### src/rtl/mem_arbiter_if.sv
// mem_arbiter_if: requester handshakes and memory port of the two-requester arbiter
interface mem_arbiter_if #(
  parameter int AW = 13,
  parameter int DW = 8
);
  logic req0, req1, we0, we1, gnt0, gnt1, ack0, ack1, mem_rd, mem_wr, busy;
  logic [AW-1:0] addr0, addr1, mem_addr;
  logic [DW-1:0] wdata0, wdata1, rdata, mem_wdata, mem_rdata;
  modport slave (
    input  req0, req1, we0, we1, addr0, addr1, wdata0, wdata1, mem_rdata,
    output gnt0, gnt1, ack0, ack1, rdata, mem_addr, mem_wdata, mem_rd, mem_wr, busy
  );
  modport master (
    output req0, req1, we0, we1, addr0, addr1, wdata0, wdata1, mem_rdata,
    input  gnt0, gnt1, ack0, ack1, rdata, mem_addr, mem_wdata, mem_rd, mem_wr, busy
  );
endinterface

### src/rtl/mem_arbiter.sv
// mem_arbiter: round-robin two-requester arbiter driving wait-stated memory strobes
module mem_arbiter #(
  parameter int AW = 13,
  parameter int DW = 8,
  parameter int WAIT_CYC = 2
) (
  input logic clk,
  input logic reset,
  mem_arbiter_if.slave bus
);
  typedef enum logic [1:0] {IDLE, ACCESS, ACK} state_t;
  state_t state, state_d;
  logic last, last_d, rd_d, wr_d, pick1;
  logic [1:0] gnt_d, ack_d;
  logic [3:0] cnt, cnt_d;
  logic [AW-1:0] addr_d;
  logic [DW-1:0] wdata_d, rdata_d;
  // on a tie the requester not served last wins
  assign pick1 = bus.req1 & (~bus.req0 | ~last);
  assign bus.busy = state != IDLE;
  always_comb begin
    state_d = state;
    last_d = last;
    cnt_d = cnt;
    gnt_d = {bus.gnt1, bus.gnt0};
    ack_d = 2'b00;
    rd_d = bus.mem_rd;
    wr_d = bus.mem_wr;
    addr_d = bus.mem_addr;
    wdata_d = bus.mem_wdata;
    rdata_d = bus.rdata;
    case (state)
      IDLE: if (bus.req0 | bus.req1) begin
        state_d = ACCESS;
        cnt_d = 4'(WAIT_CYC);
        gnt_d = pick1 ? 2'b10 : 2'b01;
        wr_d = pick1 ? bus.we1 : bus.we0;
        rd_d = ~wr_d;
        addr_d = pick1 ? bus.addr1 : bus.addr0;
        wdata_d = wr_d ? (pick1 ? bus.wdata1 : bus.wdata0) : '0;
      end
      ACCESS: if (cnt != 4'd0) cnt_d = cnt - 4'd1;
      else begin
        state_d = ACK;
        rd_d = 1'b0;
        wr_d = 1'b0;
        addr_d = '0;
        wdata_d = '0;
        rdata_d = bus.mem_rd ? bus.mem_rdata : bus.rdata;
        ack_d = {bus.gnt1, bus.gnt0};
        last_d = bus.gnt1;
      end
      default: begin
        state_d = IDLE;
        gnt_d = 2'b00;
      end
    endcase
  end
  always_ff @(posedge clk) begin
    if (reset) begin
      state <= IDLE;
      last <= 1'b1;
      cnt <= '0;
      {bus.gnt1, bus.gnt0} <= 2'b00;
      {bus.ack1, bus.ack0} <= 2'b00;
      bus.mem_rd <= 1'b0;
      bus.mem_wr <= 1'b0;
      bus.mem_addr <= '0;
      bus.mem_wdata <= '0;
      bus.rdata <= '0;
    end else begin
      state <= state_d;
      last <= last_d;
      cnt <= cnt_d;
      {bus.gnt1, bus.gnt0} <= gnt_d;
      {bus.ack1, bus.ack0} <= ack_d;
      bus.mem_rd <= rd_d;
      bus.mem_wr <= wr_d;
      bus.mem_addr <= addr_d;
      bus.mem_wdata <= wdata_d;
      bus.rdata <= rdata_d;
    end
  end
endmodule
### src/flat_wrapper.sv
// flat-port wrapper written by rule: the top's interface ports become plain ports
module mem_arbiter_flat 
#(
  parameter int AW = 13,
  parameter int DW = 8,
  parameter int WAIT_CYC = 2
)
  (clk, reset, bus_req0, bus_req1, bus_we0, bus_we1, bus_addr0, bus_addr1, bus_wdata0, bus_wdata1, bus_mem_rdata, bus_gnt0, bus_gnt1, bus_ack0, bus_ack1, bus_rdata, bus_mem_addr, bus_mem_wdata, bus_mem_rd, bus_mem_wr, bus_busy);
  mem_arbiter_if #(.AW(AW), .DW(DW)) bus_i ();
  input logic clk;
  input logic reset;
  input wire logic [$bits(bus_i.req0)-1:0] bus_req0;
  input wire logic [$bits(bus_i.req1)-1:0] bus_req1;
  input wire logic [$bits(bus_i.we0)-1:0] bus_we0;
  input wire logic [$bits(bus_i.we1)-1:0] bus_we1;
  input wire logic [$bits(bus_i.addr0)-1:0] bus_addr0;
  input wire logic [$bits(bus_i.addr1)-1:0] bus_addr1;
  input wire logic [$bits(bus_i.wdata0)-1:0] bus_wdata0;
  input wire logic [$bits(bus_i.wdata1)-1:0] bus_wdata1;
  input wire logic [$bits(bus_i.mem_rdata)-1:0] bus_mem_rdata;
  output wire logic [$bits(bus_i.gnt0)-1:0] bus_gnt0;
  output wire logic [$bits(bus_i.gnt1)-1:0] bus_gnt1;
  output wire logic [$bits(bus_i.ack0)-1:0] bus_ack0;
  output wire logic [$bits(bus_i.ack1)-1:0] bus_ack1;
  output wire logic [$bits(bus_i.rdata)-1:0] bus_rdata;
  output wire logic [$bits(bus_i.mem_addr)-1:0] bus_mem_addr;
  output wire logic [$bits(bus_i.mem_wdata)-1:0] bus_mem_wdata;
  output wire logic [$bits(bus_i.mem_rd)-1:0] bus_mem_rd;
  output wire logic [$bits(bus_i.mem_wr)-1:0] bus_mem_wr;
  output wire logic [$bits(bus_i.busy)-1:0] bus_busy;
  assign bus_i.req0 = bus_req0;
  assign bus_i.req1 = bus_req1;
  assign bus_i.we0 = bus_we0;
  assign bus_i.we1 = bus_we1;
  assign bus_i.addr0 = bus_addr0;
  assign bus_i.addr1 = bus_addr1;
  assign bus_i.wdata0 = bus_wdata0;
  assign bus_i.wdata1 = bus_wdata1;
  assign bus_i.mem_rdata = bus_mem_rdata;
  assign bus_gnt0 = bus_i.gnt0;
  assign bus_gnt1 = bus_i.gnt1;
  assign bus_ack0 = bus_i.ack0;
  assign bus_ack1 = bus_i.ack1;
  assign bus_rdata = bus_i.rdata;
  assign bus_mem_addr = bus_i.mem_addr;
  assign bus_mem_wdata = bus_i.mem_wdata;
  assign bus_mem_rd = bus_i.mem_rd;
  assign bus_mem_wr = bus_i.mem_wr;
  assign bus_busy = bus_i.busy;
  mem_arbiter #(.AW(AW), .DW(DW), .WAIT_CYC(WAIT_CYC)) u_core (.clk(clk), .reset(reset), .bus(bus_i));
endmodule
### config.mk
export PLATFORM = sky130hd
export DESIGN_NAME = mem_arbiter_flat
export DESIGN_NICKNAME = d
export VERILOG_FILES = /design/src/rtl/mem_arbiter_if.sv /design/src/rtl/mem_arbiter.sv /design/src/flat_wrapper.sv
export SDC_FILE = /design/constraint.sdc
export NUM_CORES = 1
export LEC_CHECK = 0
export BUFFER_PORTS_ARGS = -buffer_cell sky130_fd_sc_hd__buf_2
export CAP_MARGIN = 10
export CORE_ASPECT_RATIO = 0.8
export CORE_MARGIN = 5
export CORE_UTILIZATION = 50
export CTS_BUF_LIST = sky130_fd_sc_hd__clkbuf_8
export DETAILED_ROUTE_END_ITERATION = 16
export PLACE_DENSITY = 0.95
export SLEW_MARGIN = 20
export SYNTH_ARGS = -nofsm -noshare
export SYNTH_HDL_FRONTEND = slang
export SYNTH_SLANG_ARGS = --single-unit
### constraint.sdc
create_clock -name clk -period 3.7 [get_ports clk]
set_input_delay 0.555 -clock clk [delete_from_list [all_inputs] [get_ports clk]]
set_output_delay 0.555 -clock clk [all_outputs]
set_load 0.03 [all_outputs]
==> qor.yml, run 1 <==
required_ns: 3.86
max_stage_delay_ns: 0.59
holdWs_ns: 0.4585
area_growth_pct: 33.81
die_h_um: 62.75
multi_input_area_um2: 824.5
first_pass_iters: 4
worst_pin_slew_ns: 0.7346
diodes: 0
worst_path_dominant_cell_family: "simple AND/OR/NAND/NOR gates"
gp_congestion: 0.8195
max_freq_mhz: 493.2
final_cell_mix: "buf_2, dfxtp_1, nor2_1"
cts_root_buffer: "clkbuf_8"
clkSlewWorstSetupHoldPaths_ns: 0.08
syn_nets: 228
grtUsageTotal_pct: 18.47
netlist_top_cells_area: "dfxtp_1, mux2i_1, nor2_1"
ys.flop_type: "dfxtp_1"
clock_sinks: 42
cts_setup_buffers: 0
cts_buffer_depth: 2
num_rows: 19
yosysSeqAreaShare_pct: 48.35
final_antenna_net_count: 0
wl_um: 4512
cp_slowest_cell: "nor2b_1"
final_cells: 303
start_util_pct: 51.16
numPortBuffers: 91
slew_headroom_pct: 51.03
total_power_mw: 1.231
worstSetupEndpointType: "flop"
post-synth-top-area-cell: "dfxtp_1"
wl_per_cell_um: 14.89
dieArea_um2: 4765
yosysTopAreaCellShare_pct: 48.35
cts-resized-gates: 0
rsz0062_at_grt: "false"
arrival_ns: 2.18
async_flop_share_pct: 0
drc: 0
power_density_nw_per_um2: 529.1
die_x_um: 75.94
path_max_fanout: 10
cts_hold_buf: 0
grt_pass1_wl_um: 7279
vias: 1649
p_leak_nw: 1.144
worst-path-buf-inv: 0
setup_violations: 0
ios: 92
final_layout_size_suffix_gt1_share_pct: 40.61
synthesis.area_um2: 1739
layout_commonest_cell: "buf_2"
final_util_pct: 68.46
worstPathCellList: "nor2b_1, and3_1, mux2i_1, nor2_1"
dp_hpwl_um: 3385
ir_drop_v: 0.0002535
cp-start-kind: "flop"
fillers: 259
synth_seq_cells: 42
worstSkewPairLatency_ns: 0.29
antenna_found_initial: 0
overflow: 0
grt_max_degree: 31
ys_warn_count: 0
outcome: "finished clean"
via_per_inst: 5.442
grt_pass1_vias: 1632
htreeDepth: 2
cts_made_buffers: 5
synth_edf_count: 0
post-route-period-util_pct: 54.80
setup_tns_ns: 0
core_um2: 3400
layout.nets: 317
cts_tree: "built"
skew_ns: 0.004375
synth_cell_types: 39
maxSlewViolCount: 0
min_period_ns: 2.027
drtIter0Drc: 114
hold_violations: 0
maxCapViolCount: 0
synth_cells: 171
register_area_um2: 840.8
hp-class: "flop to flop"
avgSynthCellArea_um2: 10.17
worstSetupPathType: "flop to flop"
place_inst: 295
[worst paths after layout]
kind                                        startpoint  slack, ns                     end  cells after the start
worst max-delay path                   u_core.state[0]       1.67     u_core.bus.rdata[3]                      4
worst min-delay path            u_core.bus.mem_addr[8]       0.46  u_core.bus.mem_addr[8]                      2
worst max register to register         u_core.state[0]       1.67     u_core.bus.rdata[3]                      4
worst min register to register  u_core.bus.mem_addr[8]       0.46  u_core.bus.mem_addr[8]                      2
[layout make-up]
cell class	count	area share (%)
well taps	42	2.258
repair buffers	91	19.57
clock buffers	6	3.548
inverters	3	0.4839
flip-flops and latches	42	36.13
clock inverters	2	2.581
multi-input cells	117	35.43
[cell usage after synthesis, types with 2 or more instances]
cell type   n
dfxtp_1    42
nor2_1     25
mux2i_1    15
and2_1     10
nand2_1    10
a221o_1     8
a222oi_1    8
o21ai_0     8
and3_1      3
buf_6       3
clkbuf_1    3
nor2b_1     3
a21boi_0    2
a21oi_1     2
and4b_1     2
buf_2       2
inv_1       2
nor3_1      2
[metal layers]
metal,global-route usage [%],up-vias,part of all wire [%]
met3,8.069,10,6.8
met1,20.21,782,40
met4,6.667,0,1.5
li1,-,804,-
met2,31.52,53,52
met5,0,-,0
[per-stage QoR]
step	area, µm²	setup slack (ns)
floorplan	1739	2.089
global placement	2185	1.796
detailed placement	2185	1.719
CTS	2327	1.689
global route	2327	1.505
finish	2327	1.673
[cell families after synthesis]
kind of cell | count (synthesis) | share of synthesized area [%]
and+or+nand+nor | 64 | 19.71
muxes | 15 | 8.633
AOI/OAI and AO/OA | 37 | 18.35
adders and majority gates | 1 | 0.7193
DFF | 42 | 48.35
buffers and inverters | 12 | 4.245
[where the power goes]
part / total [mW] / switching [mW] / internal, mW
Combinational: 0.276 / 0.175 / 0.102
Sequential: 0.515 / 0.0249 / 0.490
Clock: 0.440 / 0.152 / 0.288
[worst min-delay path, delay by kind of cell (launching register included)]
| family | cells | cell delay (ns) |
|---|---|---|
| flip-flops | 1 | 0.33 |
| AND/OR/NAND/NOR | 1 | 0.04 |
| AO/OA/AOI/OAI | 1 | 0.06 |
[flip-flops by register name, summed over array words and instances, names as in the netlist, 2 cells and up]
| name | cells |
|---|---|
| u_core.bus.mem_addr | 13 |
| u_core.bus.mem_wdata | 8 |
| u_core.bus.rdata | 8 |
| u_core.cnt | 4 |
| u_core.state | 2 |
(Power assumes the default switching activity.)
==> run 2: changes to the inputs <==
Settings changed: CORE_UTILIZATION 50 to 46, PLACE_DENSITY 0.95 to 0.92.
Clock period 3.7 ns to 1.9 ns, I/O delays scaled along.
==> run 2 against run 1 <==
  * Maximum frequency up 16%
  * Via count is 1.7% lower
  * Critical path depth rose by 3
  * Combinational power grew 100%
  * Sequential share of layout area up 0.058 points
  * Die area is 7.4% higher
  * Final cell count increased by 2.3%
  * Largest power group unchanged
  * Register-to-register slack got worse by 1.5 ns
==> qor.yml, run 2 (same netlist as run 1, synthesis figures left out) <==
fillers: 319
dp_hpwl_um: 3361
largest_register_ffs: 13
cts_tree: "built"
worstSkewPairLatency_ns: 0.28
grt_pass1_vias: 1502
cp-start-kind: "flop"
worstSetupPathType: "flop to flop"
start_util_pct: 46.64
max_flop_register: "u_core.bus.mem_addr"
ir_drop_v: 0.0003593
numPortBuffers: 91
layout_commonest_cell: "buf_2"
ios: 92
min_path_cells: 2
r2r-start: "u_core.cnt[0]"
p_leak_nw: 1.146
hold_violations: 0
min_to: "u_core.bus.mem_wdata[4]"
maxCapViolCount: 0
drc: 0
antenna_found_initial: 0
path_max_fanout: 15
setup_violations: 0
skew_ns: 0.006074
arrival_ns: 1.92
ff2ff_setup_slack_ns: 0.15
placed_area_um2: 2225
worstSetupEndpointType: "flop"
first_pass_iters: 5
outcome: "finished clean"
clkSlewWorstSetupHoldPaths_ns: 0.08
diodes: 0
power_density_nw_per_um2: 915.4
total_power_mw: 2.127
setup_tns_ns: 0
cts_buffer_depth: 2
core_um2: 3729
cts_hold_buf: 0
gp_congestion: 0.7705
hp-class: "input port to flop"
max_freq_mhz: 570.9
area_growth_pct: 33.60
required_ns: 2.07
cts_root_buffer: "clkbuf_8"
wl_um: 4235
grt_max_degree: 20
wl_per_cell_um: 13.66
rr_worst_depth: 7
via_per_inst: 5.229
die_h_um: 65.00
dieArea_um2: 5118
min_from: "bus_wdata0[4]"
cts_made_buffers: 5
die_x_um: 78.75
min_period_ns: 1.752
rr_endpoint: "u_core.bus.mem_wdata[7]"
final_cell_mix: "buf_2, dfxtp_1, nor2_1"
final_layout_size_suffix_gt1_share_pct: 41.73
vias: 1621
overflow: 0
drtIter0Drc: 139
post-route-period-util_pct: 92.20
grtUsageTotal_pct: 15.98
worst_pin_slew_ns: 0.5422
rsz0062_at_grt: "false"
clock_sinks: 42
layout.nets: 322
largestRegisters: "u_core.bus.mem_addr x13, u_core.bus.mem_wdata x8, u_core.bus.rdata x8"
final_antenna_net_count: 0
slew_headroom_pct: 63.72
htreeDepth: 2
fin_area_um2: 2323
maxSlewViolCount: 0
num_rows: 20
grt_pass1_wl_um: 6486
[run 2: cell count changes in the layout (fill, tap and decap cells not counted), sizes merged]
cell	before	now
buf	91	96
clkinv	0	1
clkinvlp	0	1
bufinv	2	0
[run 2: area by class of cell]
type                    instances  area (µm²)  area share, %
flip-flops and latches         42       840.8          36.19
well taps                      44       55.05          2.369
multi-input cells             117       824.5          35.49
clock buffers                   6       82.58          3.554
inverters                       3       11.26         0.4847
repair buffers                 96       496.7          21.38
clock inverters                 2       12.51         0.5385
[run 2: worst max path at each step]
| stage | cells past startpoint | slack [ns] | from | to |
|---|---|---|---|---|
| floorplan | 7 | 0.29 | u_core.cnt[0] | u_core.bus.mem_wdata[4] |
| global placement | 7 | 0.19 | u_core.cnt[0] | u_core.bus.mem_wdata[7] |
| detailed placement | 7 | 0.11 | u_core.cnt[0] | u_core.bus.mem_wdata[7] |
| CTS | 7 | 0.11 | u_core.cnt[0] | u_core.bus.mem_wdata[7] |
| global route | 7 | 0.03 | u_core.cnt[1] | u_core.bus.rdata[4] |
| finish | 7 | 0.15 | u_core.cnt[0] | u_core.bus.mem_wdata[7] |
[run 2: report_power, final]
part	leakage, nW	internal [mW]	switching (mW)	total [mW]
sequential	0.343	0.955	0.0447	0.999
clock	0.0472	0.292	0.282	0.574
combinational	0.756	0.215	0.339	0.554
total	1.15	1.46	0.665	2.13
[run 2: through the flow]
stage          util (%)  std cells  hold WS (ns)  setup WS (ns)
2_1_floorplan         -        171        0.4228         0.2885
3_3_place_gp      59.66        302        0.4302         0.1916
3_5_place_dp      59.66        302        0.4398         0.1074
4_1_cts           62.21        310        0.2114         0.1067
5_1_grt           62.32        310        0.2089        0.02600
6_report          62.32        310        0.2183         0.1482
[run 2: layer usage]
layer / vias to the layer above / global-route usage, % / share of wire, %
li1: 817 / - / -
met3: 7 / 4.583 / 6.0
met5: - / 0 / 0
met2: 45 / 28.60 / 50
met4: 0 / 5.022 / 0.87
met1: 752 / 18.32 / 43
[run 2: timing repair]
item / CTS / global route
setup endpoints to repair: 0 / 1
gates resized for setup: 0 / 1
setup buffers: 0 / 0
[run 2: worst max-delay path, cell delays in order, from the launching register on]
cell      delay [ns]
dfxtp_1         0.34
inv_1           0.06
ha_1            0.19
nor3b_4         0.34
a221oi_4        0.11
buf_6           0.18
and2_1          0.15
a221o_1         0.27
